**config.mk**
```make
export PLATFORM = sky130hd
export DESIGN_NAME = fast_mem_mp
export DESIGN_NICKNAME = d
export VERILOG_FILES = /design/src/rtl/fast_mem_mp.sv
export SDC_FILE = /design/constraint.sdc
export NUM_CORES = 1
export LEC_CHECK = 0
export CORE_MARGIN = 2
export CORE_UTILIZATION = 25
export CTS_BUF_LIST = sky130_fd_sc_hd__clkbuf_16
export CTS_CLUSTER_DIAMETER = 200
export DETAILED_ROUTE_END_ITERATION = 8
export PLACE_DENSITY = 0.42
export SYNTH_ARGS = -nofsm -noshare
export SYNTH_HDL_FRONTEND = slang
export SYNTH_SLANG_ARGS = --single-unit
```
**constraint.sdc**
```tcl
create_clock -name clk -period 4.4 [get_ports clk]
set_clock_uncertainty 0.1 [all_clocks]
set_input_delay 0.88 -clock clk [delete_from_list [all_inputs] [get_ports clk]]
set_output_delay 0.88 -clock clk [all_outputs]
set_load 0.05 [all_outputs]
```
**src/rtl/fast_mem_mp.sv**
```systemverilog
// fast_mem_mp: multi-port membus fast memory with round-robin grant, RMW cycles,
// write-restart timeout, single-step stop and an Avalon-style maintenance slave.
module fast_mem_mp #(
  parameter int                NPORTS  = 4,
  parameter int                AW      = 4,
  parameter int                DW      = 36,
  parameter logic [3:0]        MEMSEL  = 4'b0000,
  parameter logic [NPORTS-1:0] PORT_EN = {NPORTS{1'b1}},
  parameter int                TIMEOUT = 255
) (
  input  logic                 clk,
  input  logic                 reset_n,
  input  logic                 sw_single_step,
  input  logic                 sw_restart,
  input  logic [NPORTS-1:0]    rq_cyc,
  input  logic [NPORTS-1:0]    rd_rq,
  input  logic [NPORTS-1:0]    wr_rq,
  input  logic [NPORTS-1:0]    wr_rs,
  input  logic [NPORTS-1:0]    fmc_select,
  input  logic [4*NPORTS-1:0]  sel,
  input  logic [AW*NPORTS-1:0] ma,
  input  logic [DW*NPORTS-1:0] mb_in,
  output logic [NPORTS-1:0]    addr_ack,
  output logic [NPORTS-1:0]    rd_rs,
  output logic [DW*NPORTS-1:0] mb_out,
  output logic                 busy,
  output logic                 stopped,
  output logic                 timeout_err,
  input  logic [AW-1:0]        s_address,
  input  logic                 s_read,
  input  logic                 s_write,
  input  logic [DW-1:0]        s_writedata,
  output logic [DW-1:0]        s_readdata,
  output logic                 s_waitrequest
);
  localparam int GW = NPORTS > 1 ? $clog2(NPORTS) : 1;
  typedef enum logic [2:0] {IDLE, ACK, RD, WAIT_WR, DONE} state_t;
  state_t            r_state, w_next;
  logic [GW-1:0]     r_g, r_last, w_pick;
  logic [AW-1:0]     r_addr;
  logic              r_rd, r_wr, r_stopped, r_restart_q;
  logic [7:0]        r_cnt;
  logic [DW-1:0]     r_mem [2**AW];
  logic [NPORTS-1:0] w_elig;
  logic              w_any, w_av, w_wr_go, w_to, w_restart;
  always_comb begin
    w_elig = '0;
    for (int i = 0; i < NPORTS; i++)
      w_elig[i] = PORT_EN[i] & rq_cyc[i] & fmc_select[i] & (sel[4*i +: 4] == MEMSEL) & ~r_stopped;
  end
  // Scan downward so the nearest eligible port after last_grant is the final assignment
  always_comb begin
    w_pick = r_last;
    w_any  = 1'b0;
    for (int k = NPORTS; k >= 1; k--)
      if (w_elig[(int'(r_last) + k) % NPORTS]) begin
        w_pick = GW'((int'(r_last) + k) % NPORTS);
        w_any  = 1'b1;
      end
  end
  assign w_av      = s_read | s_write;
  assign w_restart = sw_restart & ~r_restart_q;
  assign w_wr_go   = (r_state == WAIT_WR) & wr_rs[r_g];
  assign w_to      = (r_state == WAIT_WR) & ~wr_rs[r_g] & (r_cnt == 8'(TIMEOUT - 1));
  always_ff @(posedge clk or negedge reset_n)
    if (!reset_n) r_state <= IDLE;
    else r_state <= w_next;
  always_comb begin
    w_next = r_state;
    case (r_state)
      IDLE:    w_next = (!w_av && w_any) ? ACK : IDLE;
      ACK:     w_next = r_rd ? RD : r_wr ? WAIT_WR : DONE;
      RD:      w_next = wr_rq[r_g] ? WAIT_WR : DONE;
      WAIT_WR: w_next = (w_wr_go || w_to) ? DONE : WAIT_WR;
      DONE:    w_next = rq_cyc[r_g] ? DONE : IDLE;
      default: w_next = IDLE;
    endcase
  end
  always_ff @(posedge clk or negedge reset_n)
    if (!reset_n) begin
      r_stopped   <= 1'b0;
      r_last      <= GW'(NPORTS - 1);
      r_cnt       <= 8'd0;
      r_g         <= '0;
      r_addr      <= '0;
      r_rd        <= 1'b0;
      r_wr        <= 1'b0;
      r_restart_q <= 1'b0;
    end else begin
      r_restart_q <= sw_restart;
      r_cnt       <= (r_state == WAIT_WR) ? r_cnt + 8'd1 : 8'd0;
      if (r_state == IDLE && w_next == ACK) begin
        r_g    <= w_pick;
        r_addr <= ma[w_pick*AW +: AW];
        r_rd   <= rd_rq[w_pick];
        r_wr   <= wr_rq[w_pick];
      end
      if (r_state == DONE) r_last <= r_g;
      if (w_next == DONE && r_state != DONE && sw_single_step) r_stopped <= 1'b1;
      else if (w_restart) r_stopped <= 1'b0;
    end
  // Storage is deliberately not reset; writes are suppressed while reset is held
  always_ff @(posedge clk)
    if (reset_n && r_state == IDLE && s_write) r_mem[s_address] <= s_writedata;
    else if (reset_n && w_wr_go) r_mem[r_addr] <= mb_in[r_g*DW +: DW];
  always_comb begin
    addr_ack       = '0;
    rd_rs          = '0;
    mb_out         = '0;
    addr_ack[r_g]  = (r_state == ACK);
    rd_rs[r_g]     = (r_state == RD);
    if (r_state == RD) mb_out[r_g*DW +: DW] = r_mem[r_addr];
    busy          = (r_state != IDLE);
    s_waitrequest = (r_state != IDLE);
    timeout_err   = w_to;
    stopped       = r_stopped;
  end
  assign s_readdata = r_mem[s_address];
endmodule

```
# Word-level counts from Yosys, hierarchy flattened
# Memory sizes are Yosys's and may differ from the RTL's.
# Index checks and enable logic that the tools add are counted.
# totals
out_inout_bits	192
wordCells	136
n_memories	1
ramBits	576
register_bits	23
# op_classes
add_sub_neg	6
n_reduce_logical	22
eq_ne	8
muxes	51
shift	4
magnitude_cmp	7
bitwise_logic	27
n_mul	1
# memory_table
memory	depth	word_bits	read_ports	rd_clocked_by_memory_dff	write_ports	line_no	text
r_mem	16	36	2	0	1	43	logic [DW-1:0] r_mem [2**AW];
# op_table
cell	n
$and 144x144->144	1
$mux 144	1
$shift 36x34->144 const A	1
$shiftx 144x9->36	1
$shiftx 36x34->144	1
$mux 36	1
$reduce_or 36->1	1
$neg 8->34	1
$mux 1	27
$bmux 1 s2	9
$and 1x1->1	16
$logic_not 4->1	4
$lt 3x4->1 const B	4
$shiftx 16x5->4	1
$mux 3	5
$pmux 3 s5	1
$add 8x1->8 const B	1
$and 4x4->4	2
$eq 8x8->1 const B	1
$logic_and 1x1->1	8
$mux 2	4
$mux 8	1
$reduce_or 2->1	4
$eq 3x1->1 const B	2
other kinds (18)	28

# Longest topological paths before layout
# Gate-level depths: netlist (run 1).
# depth
ltp_word	17
depth_mapped	13
depth_no_buf	8

# Worst setup path after synthesis (run 1)
# Ideal clock, no wire load.
# synth_timing
path_kind	register to output
startpoint	register r_g[1]
endpoint	output port mb_out[139]
stages_incl_launch_ff	11
setup_slack_ns	-0.360
t_required_ns	3.420
arrival_time_ns	3.780
path_cell_list	dfrtp_1 > clkbuf_1 > buf_1 > inv_1 > ha_1 > clkbuf_1 > nor3_1 > nand2_1 > or2_1 > clkbuf_1 > a211oi_1
# synth_between
elab_chain_cells	5
# synth_lines
item	line_no	text
start, declared	39	logic [GW-1:0] r_g, r_last, w_pick;
start signal, assigned	93	r_g <= w_pick;
$mul 2x4->6 (*)	112	if (r_state == RD) mb_out[r_g*DW +: DW] = r_mem[r_addr];
$neg 8->34 (*)	112	
$shiftx 36x34->144 / $shift 36x34->144 (equally long branches)	112	
$and 144x144->144 (no source line) (*)	-	
$mux 144 (*)	112	
end, declared	25	output logic [DW*NPORTS-1:0] mb_out,
# Mark *: on every way between the ends. The rest lies on a longest branch, timed or not.

# Worst setup path after layout (run 1)
# layout_timing
startpoint	register r_addr[0]
endpoint	output port mb_out[100]
# layout_between
elab_chain_cells	4
# layout_lines
item	line_no	text
start, declared	40	logic [AW-1:0] r_addr;
start signal, assigned	94	r_addr <= ma[w_pick*AW +: AW];
$mem_v2 16x36	-	
$shiftx 36x34->144	112	
$and 144x144->144 (no source line)	-	
$mux 144	112	
# No other way between the ends.

==> flow_metrics.env, run 1 <==
export IMPL_synthCells=2172
export IMPL_cts_clk_slew_worst_paths_ps=60
export IMPL_io_pins=434
export IMPL_grt_total_usage=0.208
export IMPL_route_met3_wl_um=10000
export IMPL_synth_top_area_frac=0.527
export IMPL_die_w_um=366
export IMPL_finalSetupViolCount=87
export IMPL_fin_cells=4654
export IMPL_fmax_mhz=219
export IMPL_muxShareOfSynthArea=0.271
export IMPL_rsz0062_at_grt="yes"
export IMPL_synth_top_family_by_area="multiplexers"
export IMPL_synth_xor_area_frac=0.00160
export IMPL_yosys_warnings=0
export IMPL_cts_buffer_depth=3
export IMPL_wl_met1_um=60500
export IMPL_async_flop_share=0.0384
export IMPL_tritoncts="built"
export IMPL_p_sw_w=0.0102
export IMPL_grt_pass1_wl_um=200000
export IMPL_yosysTopAreaCell="edfxtp_1"
export IMPL_seqPwrFrac=0.253
export IMPL_worstPathArrival_ps=3590
export IMPL_routed_via_density=5.34
export IMPL_drv_slew=0
export IMPL_drive_gt1_frac=0.459
export IMPL_antenna_found_initial=6
export IMPL_synthAdderAreaFrac=0.00267
export IMPL_p_int_w=0.0156
export IMPL_ir_drop_v=0.000338
export IMPL_slew_headroom=0.334
export IMPL_cap_viol_max_count=0
export IMPL_synth_cell_area_um2=32800
export IMPL_root_buffer="clkbuf_16"
export IMPL_powerDensity_nw_per_um2=535
export IMPL_critPathKind="flop to output pin"
export IMPL_required_ps=3420
export IMPL_pwr_share_clk=0.218
export IMPL_grt_ovfl_total=0
export IMPL_setup_worst_path_start_class="flop"
export IMPL_wl_per_cell_um=30.9
export IMPL_finalHoldViolCount=0
export IMPL_dr_pass1_iters=5
export IMPL_synthSimpleGateAreaFrac=0.0706
export IMPL_antenna_left=0
export IMPL_area_growth_pct=47.0
export IMPL_cts_max_level=3
export IMPL_place_inst=4415
export IMPL_grt_max_degree=44
export IMPL_gp_congestion=0.902
export IMPL_clock_latency_ps=630
export IMPL_syn_nets=2421
export IMPL_drc=0
export IMPL_synth_edf_count=576
export IMPL_fin_crit_ps=4570
export IMPL_yosysSeqAreaShare=0.545
export IMPL_fin_crit_sh=1.04
export IMPL_status="complete, but fails checks"
export IMPL_violations="setup timing"
export IMPL_dr_first_iter_drc_count=2087
export IMPL_cts_buffers=68
export IMPL_crit_path_max_fanout=8
export IMPL_nets=3108
export IMPL_hold_ws_ps=443
export IMPL_dp_hpwl_um=100000
export IMPL_p_leak_nw=16.0
export IMPL_fp_coreArea_um2=130000
export IMPL_min_path_type="flop to flop"
export IMPL_die_h_um=366
export IMPL_netSwitchingFraction=0.396
export IMPL_combPwrFrac=0.530
export IMPL_worst_pin_slew_ps=995
export IMPL_ys_ff_latch=599
export IMPL_synth_compound_area_frac=0.0746
export IMPL_synth_common_cells="edfxtp_1, mux4_2, mux2i_1"
export IMPL_wl_um=144000
export IMPL_vias=24800
export IMPL_die_area_um2=134000
export IMPL_setup_tns_ps=-5430
export IMPL_yosysMostFrequentCell="edfxtp_1"
export IMPL_avgSynthCellArea_um2=15.1
export IMPL_ys_flop_type="edfxtp_1"
export IMPL_top_layer="met5"
export IMPL_initial_core_util=0.253
export IMPL_synth_distinct_cells=81
export IMPL_io_buffers=433
export IMPL_grt_pass1_vias=25300
export IMPL_setup_slack_ps=-173
export IMPL_wl_met2_um=68700
export IMPL_rows=132
export IMPL_worstSetupEndpointType="output pin"
export IMPL_clock_sinks=599
export IMPL_hold_buffers=0
export IMPL_synthTopCellsByArea="edfxtp_1, mux4_2, mux2i_1, o22ai_1, nand2_1"
==> cells by family after synthesis <==
kind of cell,Yosys count
AO/OA/AOI/OAI,351
XOR/XNOR,6
adder cells (fa/ha/maj),7
buffers and inverters,198
flip-flops,599
multiplexers,512
AND/OR/NAND/NOR,499
==> worst paths after layout <==
check	startpoint	to	slack [ps]	depth (start not counted)
setup / recovery	r_addr[0]	mb_out[100]	-170	11
hold / removal	r_cnt[4]	r_cnt[4]	440	2
setup reg to reg	r_g[0]	r_mem[8][30]	480	8
hold reg to reg	r_cnt[4]	r_cnt[4]	440	2
max in group asynchronous	reset_n	r_last[0]	2940	2
min in group asynchronous	reset_n	r_addr[0]	550	1
==> layout by cell type, fill, tap and decap left out, types with 10 or more instances in the layout <==
cell type        synthesis  layout
clkinv_1                 1      10
mux2_4                   0      18
nor2_4                   0      42
buf_4                    8     274
clkinv_2                 0      14
clkbuf_16                0      77
nand2_1                171     157
nor2_2                   0      28
nor3_1                  24      17
mux4_2                 288     291
buf_6                   25      53
nor2_1                 144      74
nand3_1                 52      44
buf_8                    6      10
dfrtp_1                 21      16
a211oi_1                30      26
buf_12                   3     189
mux2i_2                  2      28
clkdlybuf4s50_1          0     245
mux2i_1                187     128
o22ai_4                  0      14
edfxtp_1               576     576
o21ai_4                  0      15
mux2i_4                  2      35
inv_1                   23      32
a21oi_2                  0      10
a22oi_1                 35      10
nor4_2                   3      10
a22oi_2                  0      25
o22ai_2                  3      30
o21ai_0                 29      14
o21ai_2                 10      14
o22ai_1                127      86
==> area by class of cell <==
class,instances,area [um^2]
flip-flops and latches,599,17900
fillers,12300,81600
diodes,1,2.50
multi-input cells,1375,16300
clock inverters,54,480
well taps,1742,2180
clock buffers,68,1700
repair buffers,791,9560
inverters,24,97.6
==> stage by stage <==
| stage | setup slack (ps) | util | cell area [um^2] | power (W) |
|---|---|---|---|---|
| floorplan | -307 | - | 32900 | 0.0121 |
| global placement | -235 | 0.325 | 42200 | 0.0166 |
| detailed placement | -197 | 0.325 | 42200 | 0.0167 |
| CTS | -201 | 0.357 | 46300 | 0.0242 |
| global route | -236 | 0.371 | 48200 | 0.0266 |
| finish | -173 | 0.371 | 48200 | 0.0258 |
==> worst max-delay path, stage by stage (launching register included) <==
cell     delay, ps
dfrtp_4        540
buf_6          140
buf_16         160
buf_16         140
buf_12         140
mux4_2         510
mux2_4         330
mux2i_4        180
o21ai_4        160
o21ai_4        340
nor2_1         130
buf_12         180
==> metal layers <==
layer / track usage / vias to the layer above
met4: 0.0599 / 2
met2: 0.345 / 1199
li1: - / 10400
met5: 0 / -
met3: 0.0407 / 200
met1: 0.275 / 13100
==> power groups by stage <==
| stage | Clock, W | Combinational [W] | Sequential (W) |
|---|---|---|---|
| floorplan | 0 | 0.00552 | 0.00655 |
| global placement | 0 | 0.00997 | 0.00666 |
| detailed placement | 0 | 0.0100 | 0.00668 |
| CTS | 0.00572 | 0.0120 | 0.00651 |
| global route | 0.00595 | 0.0142 | 0.00653 |
| finish | 0.00561 | 0.0137 | 0.00652 |
==> sequential cells by signal, summed over array words and instances (netlist names) <==
signal	flops
r_cnt	8
r_last	2
stopped	1
r_restart_q	1
r_g	2
r_addr	4
r_mem	576
r_wr	1
r_state	3
r_rd	1
==> timing repair <==
| action | in CTS | in global routing |
|---|---|---|
| resized for setup | 298 | 272 |
| setup buffers | 42 | 71 |
| setup endpoints to repair | 142 | 140 |
| pin swaps | 35 | 76 |
| cloned | 6 | 2 |
No activity file was read; power rests on OpenSTA's default activity.
==> run 2: changes to the inputs <==
--- a/config.mk
+++ b/config.mk
@@ -7,7 +7,6 @@
 export LEC_CHECK = 0
 export CORE_MARGIN = 2
 export CORE_UTILIZATION = 25
-export CTS_BUF_LIST = sky130_fd_sc_hd__clkbuf_16
 export CTS_CLUSTER_DIAMETER = 200
 export DETAILED_ROUTE_END_ITERATION = 8
 export PLACE_DENSITY = 0.42
==> constraint.sdc (replaced) <==
create_clock -name clk -period 4.25 [get_ports clk]
set_clock_uncertainty 0.1 [all_clocks]
set_input_delay 0.85 -clock clk [delete_from_list [all_inputs] [get_ports clk]]
set_output_delay 0.85 -clock clk [all_outputs]
set_load 0.05 [all_outputs]
==> run 2 against run 1 <==
Net effect: the run still ends with setup timing left; setup slack worse by 100 ps; combinational power increased by 7%; first-iteration DRC count rose by 2.4%; sequential share of layout area shrank 0.29 points; critical path type unchanged; critical endpoint is now mb_out[129]; largest power group unchanged; highest routed layer is now met4.
==> flow_metrics.env, run 2 (same netlist as run 1, synthesis figures left out) <==
export IMPL_fin_crit_ps=4520
export IMPL_place_inst=4483
export IMPL_io_buffers=433
export IMPL_min_path_type="flop to flop"
export IMPL_die_h_um=366
export IMPL_setup_slack_ps=-274
export IMPL_status="complete, but fails checks"
export IMPL_initial_core_util=0.253
export IMPL_hold_depth=2
export IMPL_grt_pass1_wl_um=201000
export IMPL_vias=24800
export IMPL_io_pins=434
export IMPL_finalHoldViolCount=0
export IMPL_setup_tns_ps=-21140
export IMPL_fin_util=0.374
export IMPL_die_w_um=366
export IMPL_root_buffer="clkbuf_16"
export IMPL_largest_register_ffs=576
export IMPL_fmax_mhz=221
export IMPL_drive_gt1_frac=0.464
export IMPL_wl_um=144000
export IMPL_nets=3151
export IMPL_nFillCells=12300
export IMPL_rows=132
export IMPL_combPwrFrac=0.541
export IMPL_grt_total_usage=0.208
export IMPL_worst_pin_slew_ps=1040
export IMPL_p_int_w=0.0163
export IMPL_drv_slew=0
export IMPL_fin_crit_sh=1.06
export IMPL_worstPathArrival_ps=3570
export IMPL_layout_common_cells="edfxtp_1, buf_4, mux4_2, clkdlybuf4s50_1, buf_12"
export IMPL_area_growth_pct=48.1
export IMPL_top_register="r_mem"
export IMPL_fin_cells=4694
export IMPL_gp_congestion=0.918
export IMPL_slew_headroom=0.300
export IMPL_ir_drop_v=0.000322
export IMPL_dr_first_iter_drc_count=2138
export IMPL_grt_pass1_vias=26000
export IMPL_cts_clk_slew_worst_paths_ps=60
export IMPL_grt_ovfl_total=0
export IMPL_required_ps=3300
export IMPL_seqPwrFrac=0.250
export IMPL_grt_max_degree=51
export IMPL_drc=0
export IMPL_rsz0062_at_grt="yes"
export IMPL_powerDensity_nw_per_um2=556
export IMPL_crit_path_max_fanout=7
export IMPL_clock_sinks=599
export IMPL_cts_buffer_depth=3
export IMPL_cts_max_level=3
export IMPL_antenna_left=0
export IMPL_setup_worst_path_start_class="flop"
export IMPL_cap_viol_max_count=0
export IMPL_hold_buffers=0
export IMPL_finalSetupViolCount=134
export IMPL_dr_pass1_iters=6
export IMPL_tritoncts="built"
export IMPL_dp_hpwl_um=104000
export IMPL_pwr_share_clk=0.210
export IMPL_antenna_found_initial=1
export IMPL_wl_per_cell_um=30.6
export IMPL_fp_coreArea_um2=130000
export IMPL_clock_latency_ps=640
export IMPL_die_area_um2=134000
export IMPL_netSwitchingFraction=0.395
export IMPL_p_leak_nw=16.1
export IMPL_final_common_cell="edfxtp_1"
export IMPL_routed_via_density=5.27
export IMPL_ff2ff_path_depth=9
export IMPL_top_regs="r_mem x576, r_cnt x8, r_addr x4"
export IMPL_critPathKind="flop to output pin"
export IMPL_p_sw_w=0.0107
export IMPL_violations="setup timing"
export IMPL_worstSetupEndpointType="output pin"
export IMPL_cts_buffers=68
-- run 2: cell count changes in the layout (fill, tap and decap cells not counted), moves of 10 or more --
| cell | change |
|---|---|
| o22ai_1 | +10 |
| clkbuf_1 | +19 |
| buf_6 | +14 |
| nor2_4 | -11 |
| mux2i_1 | -10 |
| buf_4 | +26 |
| inv_1 | -14 |
-- run 2: path summary, 6_finish.rpt --
kind	endpoint	slack, ps	from
setup reg to reg	r_mem[5][28]	260	r_g[0]
hold / removal	r_wr	440	r_wr
max in group asynchronous	r_addr[2]	3200	reset_n
min in group asynchronous	r_state[2]	480	reset_n
hold reg to reg	r_wr	440	r_wr
setup / recovery	mb_out[129]	-270	r_addr[0]
-- run 2: layout make-up --
type | instances | area, um^2 | share of cell area
Sequential cell | 599 | 17900 | 0.368
Multi-Input combinational cell | 1375 | 16400 | 0.337
Timing Repair Buffer | 833 | 9970 | 0.205
Tap cell | 1742 | 2180 | 0.0448
Clock buffer | 88 | 1800 | 0.0370
Clock inverter | 31 | 288 | 0.00592
Inverter | 24 | 105 | 0.00216
Timing Repair inverter | 1 | 5.00 | 0.000103
Antenna cell | 1 | 2.50 | 0.0000515
-- run 2: timing repair --
item,CTS,global route
resized for setup,384,216
buffers inserted,51,34
pin swaps,44,77
hold endpoints to repair,0,0
endpoints found under the setup margin,145,143
gates cloned,4,6
-- run 2: critical path, stage by stage, from the launching register on --
cell and delay (ps):
dfrtp_4 500, buf_12 170, buf_12 160, buf_16 160
buf_8 130, mux2i_2 180, o22ai_1 100, or4_4 440
a221o_2 430, o21bai_4 260, buf_6 170, nor2_2 40
buf_6 170
-- run 2: power by group through the flow --
| stage | Clock, W | Sequential, W | Combinational [W] |
|---|---|---|---|
| after floorplan | 0 | 0.00678 | 0.00576 |
| after global placement | 0 | 0.00688 | 0.0106 |
| after detailed placement | 0 | 0.00689 | 0.0106 |
| after CTS | 0.00580 | 0.00674 | 0.0131 |
| after global routing | 0.00601 | 0.00675 | 0.0151 |
| final | 0.00566 | 0.00674 | 0.0146 |
-- run 2: routing by layer --
metal / vias to the layer above / track usage / share of wire
li1: 10400 / - / -
met1: 13100 / 0.273 / 0.42
met2: 1036 / 0.354 / 0.49
met3: 203 / 0.0333 / 0.060
met4: 0 / 0.0629 / 0.029
met5: - / 0 / 0
-- run 2: through the flow --
step                hold WS (ps)  power [W]  worst slack [ps]  instance area (um^2)
floorplan                    380     0.0125              -427                 33000
global placement             415     0.0175              -137                 42700
detailed placement           427     0.0175              -177                 42700
CTS                          442     0.0257              -359                 47200
global route                 467     0.0279              -341                 48600
finish                       439     0.0270              -274                 48600
